$ cat src/rtl/fifo_word_unpacker_pkg.sv
`default_nettype none
// ============================================================================
// Module      : fifo_word_unpacker_pkg
// Description : Shared defaults, FSM state encoding and helper function for
//               the FIFO word unpacker (read side of the async FIFO).
// Revision    : 1.0 - initial release
// ============================================================================
package fifo_word_unpacker_pkg;

  // Default geometry: 32-bit FIFO words unpacked into 8-bit beats
  localparam int DEF_WIDTH = 32;
  localparam int DEF_LANE  = 8;
  localparam int DEF_CNT_W = 16;

  // Read-side FSM: wait for data, pulse remove, capture data_out, stream beats
  typedef enum logic [1:0] {
    ST_IDLE = 2'd0,
    ST_REQ  = 2'd1,
    ST_CAPT = 2'd2,
    ST_SEND = 2'd3
  } state_t;

  // Index width for a counter over n items; never narrower than one bit
  function automatic int idx_width(input int n);
    return (n > 1) ? $clog2(n) : 1;
  endfunction

endpackage
`default_nettype wire

$ cat src/rtl/fifo_word_unpacker.sv
`default_nettype none
// ============================================================================
// Module      : fifo_word_unpacker
// Description : Pops WIDTH-bit words from the async FIFO read port (clk_out
//               domain) and streams them as LANE-bit valid/ready beats, least
//               significant lane first. Counts completed words.
// Revision    : 1.0 - initial release
// ============================================================================
module fifo_word_unpacker
  import fifo_word_unpacker_pkg::*;
#(
  parameter int WIDTH = DEF_WIDTH,   // must be an integer multiple of LANE
  parameter int LANE  = DEF_LANE,
  parameter int CNT_W = DEF_CNT_W
) (
  input  logic             clk_out,
  input  logic             reset,       // asynchronous, active-low
  input  logic             flush,       // synchronous clear, shared with FIFO
  input  logic             fifo_empty,
  input  logic [WIDTH-1:0] fifo_data,
  output logic             fifo_remove,
  output logic             m_valid,
  input  logic             m_ready,
  output logic [LANE-1:0]  m_data,
  output logic             m_last,
  output logic [CNT_W-1:0] words_done
);

  localparam int LANES  = WIDTH / LANE;
  localparam int LIDX_W = idx_width(LANES);

  localparam logic [LIDX_W-1:0] C_LAST_LANE = LIDX_W'(LANES - 1);

  state_t              r_state;
  logic [WIDTH-1:0]    r_word;
  logic [LIDX_W-1:0]   r_lane;
  logic                r_remove;
  logic                r_valid;
  logic [LANE-1:0]     r_data;
  logic                r_last;
  logic [CNT_W-1:0]    r_words_done;

  logic [LIDX_W-1:0]   w_next_lane;
  logic [LANE-1:0]     w_lanes [LANES];

  // Lane view of the captured word, lane 0 in the least significant bits
  for (genvar gi = 0; gi < LANES; gi++) begin : g_lane
    assign w_lanes[gi] = r_word[gi*LANE +: LANE];
  end

  // Lane that follows the one currently presented; only used before the last lane
  assign w_next_lane = r_lane + 1'b1;

  // Read FSM with registered FIFO remove and registered stream outputs
  always_ff @(posedge clk_out or negedge reset) begin
    if (!reset) begin
      r_state      <= ST_IDLE;
      r_word       <= '0;
      r_lane       <= '0;
      r_remove     <= 1'b0;
      r_valid      <= 1'b0;
      r_data       <= '0;
      r_last       <= 1'b0;
      r_words_done <= '0;
    end else if (flush) begin
      // Flush discards any word being fetched or partially sent
      r_state      <= ST_IDLE;
      r_lane       <= '0;
      r_remove     <= 1'b0;
      r_valid      <= 1'b0;
      r_data       <= '0;
      r_last       <= 1'b0;
      r_words_done <= '0;
    end else begin
      unique case (r_state)
        ST_IDLE: begin
          if (!fifo_empty) begin
            r_remove <= 1'b1;
            r_state  <= ST_REQ;
          end
        end
        ST_REQ: begin
          // Remove is high for exactly this cycle; data_out is valid next cycle
          r_remove <= 1'b0;
          r_state  <= ST_CAPT;
        end
        ST_CAPT: begin
          r_word  <= fifo_data;
          r_valid <= 1'b1;
          r_data  <= fifo_data[LANE-1:0];
          r_last  <= (LANES == 1);
          r_lane  <= '0;
          r_state <= ST_SEND;
        end
        ST_SEND: begin
          if (r_valid && m_ready) begin
            if (r_lane != C_LAST_LANE) begin
              r_lane <= w_next_lane;
              r_data <= w_lanes[w_next_lane];
              r_last <= (w_next_lane == C_LAST_LANE);
            end else begin
              // Word complete; chain straight into the next pop if data waits
              r_words_done <= r_words_done + 1'b1;
              r_valid      <= 1'b0;
              r_last       <= 1'b0;
              r_lane       <= '0;
              if (!fifo_empty) begin
                r_remove <= 1'b1;
                r_state  <= ST_REQ;
              end else begin
                r_state  <= ST_IDLE;
              end
            end
          end
        end
        default: begin
          r_state <= ST_IDLE;
        end
      endcase
    end
  end

  assign fifo_remove = r_remove;
  assign m_valid     = r_valid;
  assign m_data      = r_data;
  assign m_last      = r_last;
  assign words_done  = r_words_done;

endmodule
`default_nettype wire

$ cat config.mk
export PLATFORM = sky130hd
export DESIGN_NAME = fifo_word_unpacker
export DESIGN_NICKNAME = d
export VERILOG_FILES = /design/src/rtl/fifo_word_unpacker_pkg.sv /design/src/rtl/fifo_word_unpacker.sv
export SDC_FILE = /design/constraint.sdc
export NUM_CORES = 1
export LEC_CHECK = 0
export ABC_CLOCK_PERIOD_IN_PS = 2400
export CORE_MARGIN = 1
export CORE_UTILIZATION = 45
export DETAILED_ROUTE_END_ITERATION = 12
export PLACE_DENSITY = 0.72
export SLEW_MARGIN = 0
export SYNTH_ARGS = -nofsm -noshare
export SYNTH_HDL_FRONTEND = slang
export SYNTH_SLANG_ARGS = --single-unit
$ cat constraint.sdc
create_clock -name clk_out -period 2.4 [get_ports clk_out]
set_clock_uncertainty 0.05 [all_clocks]
set_input_delay 0.48 -clock clk_out [delete_from_list [all_inputs] [get_ports clk_out]]
set_output_delay 0.48 -clock clk_out [all_outputs]
set_load 0.01 [all_outputs]
==> flow_summary_export.csv, run 1 <==
group,metric,value,unit
route,vias,2247,
floorplan,die_w,83.7,um
power_and_ir_drop,seqPwrFrac,46.0,%
power_and_ir_drop,power_density,859,nW/um2
global_routing,grt.overflow.total,0,
power_and_ir_drop,switching_power,946,uW
route,drt_iter0_markers,100,
logic_synthesis,syn_area_per_cell,11.8,um2
setup_path,crit_fanout,7,
layout,diodes,0,
global_routing,grt_pass1_wl,11.0,mm
clock_tree,cts-buffers-inserted,9,
floorplan,die_y,83.7,um
timing,max-slew-margin-rel,72.0,%
clock_tree,cts_hold_buf,0,
power_and_ir_drop,power_switching_share,27.8,%
setup_path,endpoint,"words_done[10]",
placed_design,place_hpwl,4.34,mm
timing,max_slew.worst_pin.slew,0.420,ns
logic_synthesis,netlist_area,3000,um2
timing,fin_crit,2.15,ns
clock_tree,cts_root_buffer,"clkbuf_8",
timing,fin_setup_tns,0,ns
logic_synthesis,synth-seq-cells,63,
clock_tree,post_cts_buffers,0,
layout,fin_area,3970,um2
timing,grt_setup_unrepaired,"false",
setup_path,critPathLaunchType,"flip-flop",
floorplan,initial_core_util,47.0,%
global_routing,grt_util_all_layers,20.0,%
layout,areaGrowthSynthToFinish,32.1,%
floorplan,dieArea,7000,um2
setup_path,r2r_slack,0.25,ns
floorplan,core_area,6390,um2
power_and_ir_drop,leakagePower,1.62,nW
route,remaining_drc_errors,0,
clock_tree,path_clk_slew,0.07,ns
floorplan,rows,29,
min_path,min_path_type,"input pin to async pin",
logic_synthesis,yosys-top-cells-area,"dfrtp_1 53%, mux2_2 11%, mux4_2 6.0%, ha_1 3.3%, a21oi_1 2.8%",
setup_path,critPathLaunch,"r_lane[1]",
setup_path,critical_path_required,2.61,ns
logic_synthesis,synth_cell_types,36,
global_routing,antenna_found_initial,0,
timing,timing.final.crit_share,89.7,%
clock_tree,clk_latency,0.34,ns
layout,drive_above_1_share,20.3,%
floorplan,ioPinCount,64,
logic_synthesis,yosysTopAreaCellShare,52.5,%
logic_synthesis,synth-edff-count,0,
setup_path,r2r_cells,5,
setup_path,end_kind,"flip-flop",
route,avgViaCountPerCell,5.52,
power_and_ir_drop,p_int,2.46,mW
route,drt_pass1_iterations,4,
route,ant_nets,0,
clock_tree,ctsResizeCount,0,
global_routing,grt_pass1_vias,2353,
placed_design,portBuffers,63,
route,wl_per_cell,15.5,um
logic_synthesis,yosysWarningCount,0,
clock_tree,cts_tree,"yes",
placed_design,gp_congestion,0.782,
timing,drv_slew,0,
setup_path,r2r_start,"r_lane[1]",
global_routing,grt_start_max_net_pins,64,
clock_tree,cts_num_sinks,63,
clock_tree,cts_max_level,3,
placed_design,placed_cell_area,3770,um2
flow_run,cap_viol_max_count,0,
layout,regArea,1580,um2
logic_synthesis,synthCells,255,
timing,max_freq,0.464,GHz
logic_synthesis,yosysSeqAreaShare,52.5,%
logic_synthesis,yosysTopAreaCell,"dfrtp_1",
power_and_ir_drop,pwr-share-clk,27.1,%
power_and_ir_drop,ir_drop,0.440,mV
logic_synthesis,ys.flop_type,"dfrtp_1",
timing,hold_viol_final,0,
power_and_ir_drop,combPwrFrac,26.9,%
logic_synthesis,synth_nets,300,
setup_path,crit_arrival,2.36,ns
route,wl,6.32,mm
layout,final_nets,370,
layout,multiInputGateArea,1320,um2
setup_path,crit_type,"flip-flop to flip-flop",
layout,fillers,509,
clock_tree,clk_path_buf_depth,2,
status,status,"finished clean",
setup_path,r2r-end,"words_done[10]",
logic_synthesis,synth_async_sr_flop_share,100,%
timing,finalSetupViolations,0,
## through the flow
| stage | hold slack, ns | setup slack [ns] | power, mW | instances | util [%] |
|---|---|---|---|---|---|
| after floorplan | 0.134 | 0.398 | 2.16 | 255 | - |
| final | 0.0934 | 0.246 | 3.41 | 407 | 62.1 |
| after detailed placement | 0.426 | -0.0227 | 2.51 | 391 | 59.0 |
| after CTS | 0.0972 | 0.263 | 3.43 | 407 | 62.1 |
| after global placement | 0.418 | 0.0472 | 2.47 | 391 | 59.0 |
| after global routing | 0.114 | 0.124 | 3.60 | 407 | 62.1 |
## power groups by stage
stage	combinational, mW	sequential, mW	clock [mW]
floorplan	0.619	1.55	0
global placement	0.893	1.57	0
detailed placement	0.927	1.58	0
CTS	0.932	1.56	0.936
global route	1.01	1.61	0.981
finish	0.916	1.57	0.924
## how the worst min path moves through the flow
stage | from | end | slack, ns | cells after the start
floorplan | reset | fifo_remove | 0.13 | 0
global placement | r_word[9] | r_word[9] | 0.42 | 1
detailed placement | r_word[9] | r_word[9] | 0.43 | 1
CTS | reset | words_done[12] | 0.1 | 2
global route | reset | words_done[12] | 0.11 | 2
finish | reset | words_done[12] | 0.09 | 2
## area by class of cell
type | count | area share, %
sequential | 63 | 39.7
multi-input combinational | 165 | 33.4
timing repair buffer | 72 | 18.1
clock buffer | 11 | 3.56
clock inverter | 5 | 1.45
tap | 77 | 2.43
inverter | 14 | 1.32
## registers in the layout, indices dropped and copies added (netlist names)
| signal | flops |
|---|---|
| r_word | 32 |
| r_state | 2 |
| fifo_remove | 1 |
| m_valid | 1 |
| words_done | 16 |
| m_last | 1 |
| r_lane | 2 |
| m_data | 8 |
## cell usage after synthesis (5+ instances only)
master / count
dfrtp_1: 63
mux2_2: 30
nand2_1: 21
a21oi_1: 17
inv_1: 14
nor2_1: 12
a221oi_1: 8
ha_1: 8
mux4_2: 8
o21ai_0: 8
clkbuf_1: 7
or3_1: 6
xnor2_1: 5
## cells by family (layout without fill, tap and decap cells)
group | after synthesis | after routing | share of synthesized area (%)
mux | 40 | 40 | 18.0
flops | 63 | 63 | 52.5
simple gates | 66 | 66 | 11.2
compound gates | 43 | 43 | 9.08
buf+inv | 27 | 102 | 3.50
fa+ha+maj | 8 | 8 | 3.33
xor+xnor | 8 | 8 | 2.33
## worst max-delay path, cell delays in order (launching register included)
cell     delay [ns]
dfrtp_1        0.39
ha_1           0.27
a41oi_1        0.18
or4_1          0.67
or3_1          0.36
a21oi_1        0.16
## metal layers
| layer | global-route usage, % | routed length [um] |
|---|---|---|
| met1 | 25.2 | 2840 |
| met2 | 33.4 | 3200 |
| met3 | 3.46 | 193 |
| met4 | 10.0 | 89 |
| met5 | 0 | 0 |
## cells in the final DEF, fill, tap and decap left out, types with 2 or more instances in the layout
| cell | count |
|---|---|
| a21oi_1 | 17 |
| a221oi_1 | 8 |
| and4_1 | 2 |
| buf_12 | 2 |
| buf_4 | 7 |
| clkbuf_8 | 10 |
| clkdlybuf4s50_1 | 62 |
| clkinvlp_4 | 3 |
| dfrtp_1 | 63 |
| ha_1 | 8 |
| inv_1 | 14 |
| mux2_1 | 2 |
| mux2_2 | 30 |
| mux4_2 | 8 |
| nand2_1 | 21 |
| nand2b_1 | 2 |
| nand3_1 | 4 |
| nand4_1 | 4 |
| nor2_1 | 12 |
| nor3_1 | 3 |
| nor4_1 | 2 |
| o21ai_0 | 8 |
| o31ai_1 | 4 |
| or2_2 | 2 |
| or3_1 | 6 |
| or4_1 | 3 |
| xnor2_1 | 5 |
| xor2_1 | 3 |
(Power assumes the default switching activity.)
==> run 2, diff against run 1 <==
--- a/config.mk
+++ b/config.mk
@@ -6,7 +6,7 @@
 export NUM_CORES = 1
 export LEC_CHECK = 0
 export ABC_CLOCK_PERIOD_IN_PS = 2400
-export CORE_MARGIN = 1
+export CORE_MARGIN = 3
 export CORE_UTILIZATION = 45
 export DETAILED_ROUTE_END_ITERATION = 12
 export PLACE_DENSITY = 0.72
==> run 2 against run 1 <==
  * Critical path depth unchanged
  * Via count down 0.71%
  * Largest cell class unchanged
  * Largest power group unchanged
  * Fmax up 0.37%
  * First-iteration DRC count up 1.0%
  * Combinational power down 0.7%
==> flow_summary_export.csv, run 2 (synthesized netlist as in run 1, its figures left out) <==
group,metric,value,unit
status,status,"finished clean",
route,avgViaCountPerCell,5.48,
route,vias,2231,
timing,holdWs,0.104,ns
route,drt_pass1_iterations,4,
clock_tree,cts-buffers-inserted,9,
layout,final_nets,371,
layout,areaGrowthSynthToFinish,33.4,%
global_routing,grt_start_max_net_pins,40,
route,drt_iter0_markers,101,
flow_run,cap_viol_max_count,0,
layout,fin_area,4010,um2
timing,finalSetupViolations,0,
timing,timing.final.crit_share,89.4,%
global_routing,grt_use_met2,28.5,%
placed_design,pre_cts_ws,-0.0215,ns
setup_path,crit_type,"flip-flop to flip-flop",
clock_tree,cts_root_buffer,"clkbuf_8",
floorplan,initial_core_util,46.8,%
clock_tree,path_clk_slew,0.07,ns
floorplan,die_w,87.7,um
global_routing,grt.overflow.total,0,
route,remaining_drc_errors,0,
setup_path,crit_arrival,2.35,ns
route,wl_per_cell,15.8,um
clock_tree,clk_latency,0.33,ns
placed_design,placed_cell_area,3770,um2
global_routing,grt_most_used_layer,"met2",
global_routing,grt_util_met3,3.48,%
route,ant_nets,0,
setup_path,slowest_delay,0.65,ns
layout,diodes,0,
timing,setup_ws,0.254,ns
route,wl,6.42,mm
timing,grt_setup_unrepaired,"false",
setup_path,critical_path_required,2.61,ns
placed_design,gp_congestion,0.785,
clock_tree,clk_path_buf_depth,2,
power_and_ir_drop,leakagePower,1.65,nW
clock_tree,cts_max_level,3,
setup_path,r2r_cells,5,
timing,max_freq,0.466,GHz
setup_path,crit_fanout,6,
placed_design,portBuffers,63,
floorplan,core_area,6420,um2
global_routing,grt_util_all_layers,17.8,%
clock_tree,cts_hold_buf,0,
layout,top_register,"r_word",
timing,drv_slew,0,
power_and_ir_drop,ir_drop,0.448,mV
floorplan,dieArea,7690,um2
layout,final_cell_mix,"63 x dfrtp_1, 62 x clkdlybuf4s50_1, 30 x mux2_2",
setup_path,end_kind,"flip-flop",
clock_tree,cts_tree,"yes",
global_routing,grt_pass1_wl,10.5,mm
clock_tree,ctsResizeCount,0,
global_routing,grt_pass1_vias,2288,
floorplan,die_y,87.7,um
timing,max_slew.worst_pin.slew,0.604,ns
timing,hold_viol_final,0,
layout,final_common_cell,"dfrtp_1",
placed_design,place_hpwl,4.51,mm
timing,max-slew-margin-rel,59.7,%
timing,fin_crit,2.15,ns
min_path,min_path_type,"input pin to async pin",
setup_path,critPathLaunchType,"flip-flop",
global_routing,antenna_found_initial,0,
power_and_ir_drop,power_density,883,nW/um2
setup_path,cp_slowest_cell,"or4_1",
timing,fin_setup_tns,0,ns
global_routing,use_met1,22.8,%
clock_tree,post_cts_buffers,0,
layout,drive_above_1_share,20.6,%
layout,utilization,62.4,%
floorplan,rows,29,
clock_tree,cts_num_sinks,63,
floorplan,ioPinCount,64,
layout,largest_reg_flops,32,
setup_path,crit_chain,"ha_1, a41oi_1, or4_1, or3_1, a21oi_1",
run 2: cell count changes in the layout (fill, tap and decap cells not counted), sizes merged:
cell	previous run	this run
clkbuf	11	12
buf	10	11
clkinvlp	3	0
bufinv	1	2
run 2: metal layers:
layer  vias up  wire [um]  share of wire (%)
li1       1062          -                  -
met1      1101       2890                 45
met2        56       3160                 49
met3        12        240                3.7
met4         0        130                2.0
met5         -          0                  0
run 2: where the power goes:
group          leakage [nW]  internal, mW  total (mW)  switching [mW]
Sequential            0.805          1.39        1.58           0.188
Clock                 0.118         0.663        1.05           0.386
Combinational         0.724         0.565       0.910           0.344
run 2: worst paths after layout:
path                       startpoint             to  slack, ns
setup / recovery            r_lane[1]  words_done[9]       0.25
hold / removal                  reset  words_done[8]       0.10
setup reg to reg            r_lane[1]  words_done[9]       0.25
hold reg to reg             r_word[0]      r_word[0]       0.46
max in group asynchronous       reset     r_word[27]       1.59
min in group clk_out        r_word[0]      r_word[0]       0.46
run 2: final cells by class:
cell class | instances | area (um2)
Clock buffer | 12 | 165
Clock inverter | 3 | 65.1
Fill cell | 520 | 2420
Inverter | 14 | 52.6
Multi-Input combinational cell | 165 | 1320
Sequential cell | 63 | 1580
Tap cell | 77 | 96.3
Timing Repair Buffer | 73 | 726
run 2: metrics by stage:
step           power, mW  std cells
3_5_place_dp        2.52        392
5_1_grt             3.74        407
2_1_floorplan       2.16        255
6_report            3.54        407
4_1_cts             3.58        407
3_3_place_gp        2.47        392
run 2: worst max-delay path, delay by kind of cell (launching register included):
kind                       cells  cell delay [ns]
adders and majority gates      1             0.28
and+or+nand+nor                2             0.99
DFF                            1             0.39
AOI/OAI and AO/OA              2             0.36
==> run 3, diff against run 2 <==
--- a/config.mk
+++ b/config.mk
@@ -10,7 +10,7 @@
 export CORE_UTILIZATION = 45
 export DETAILED_ROUTE_END_ITERATION = 12
 export PLACE_DENSITY = 0.72
-export SLEW_MARGIN = 0
+export SLEW_MARGIN = 20
 export SYNTH_ARGS = -nofsm -noshare
 export SYNTH_HDL_FRONTEND = slang
 export SYNTH_SLANG_ARGS = --single-unit
==> results of run 3 <==
Final layout, timing and power as in run 2 (identical DEF).
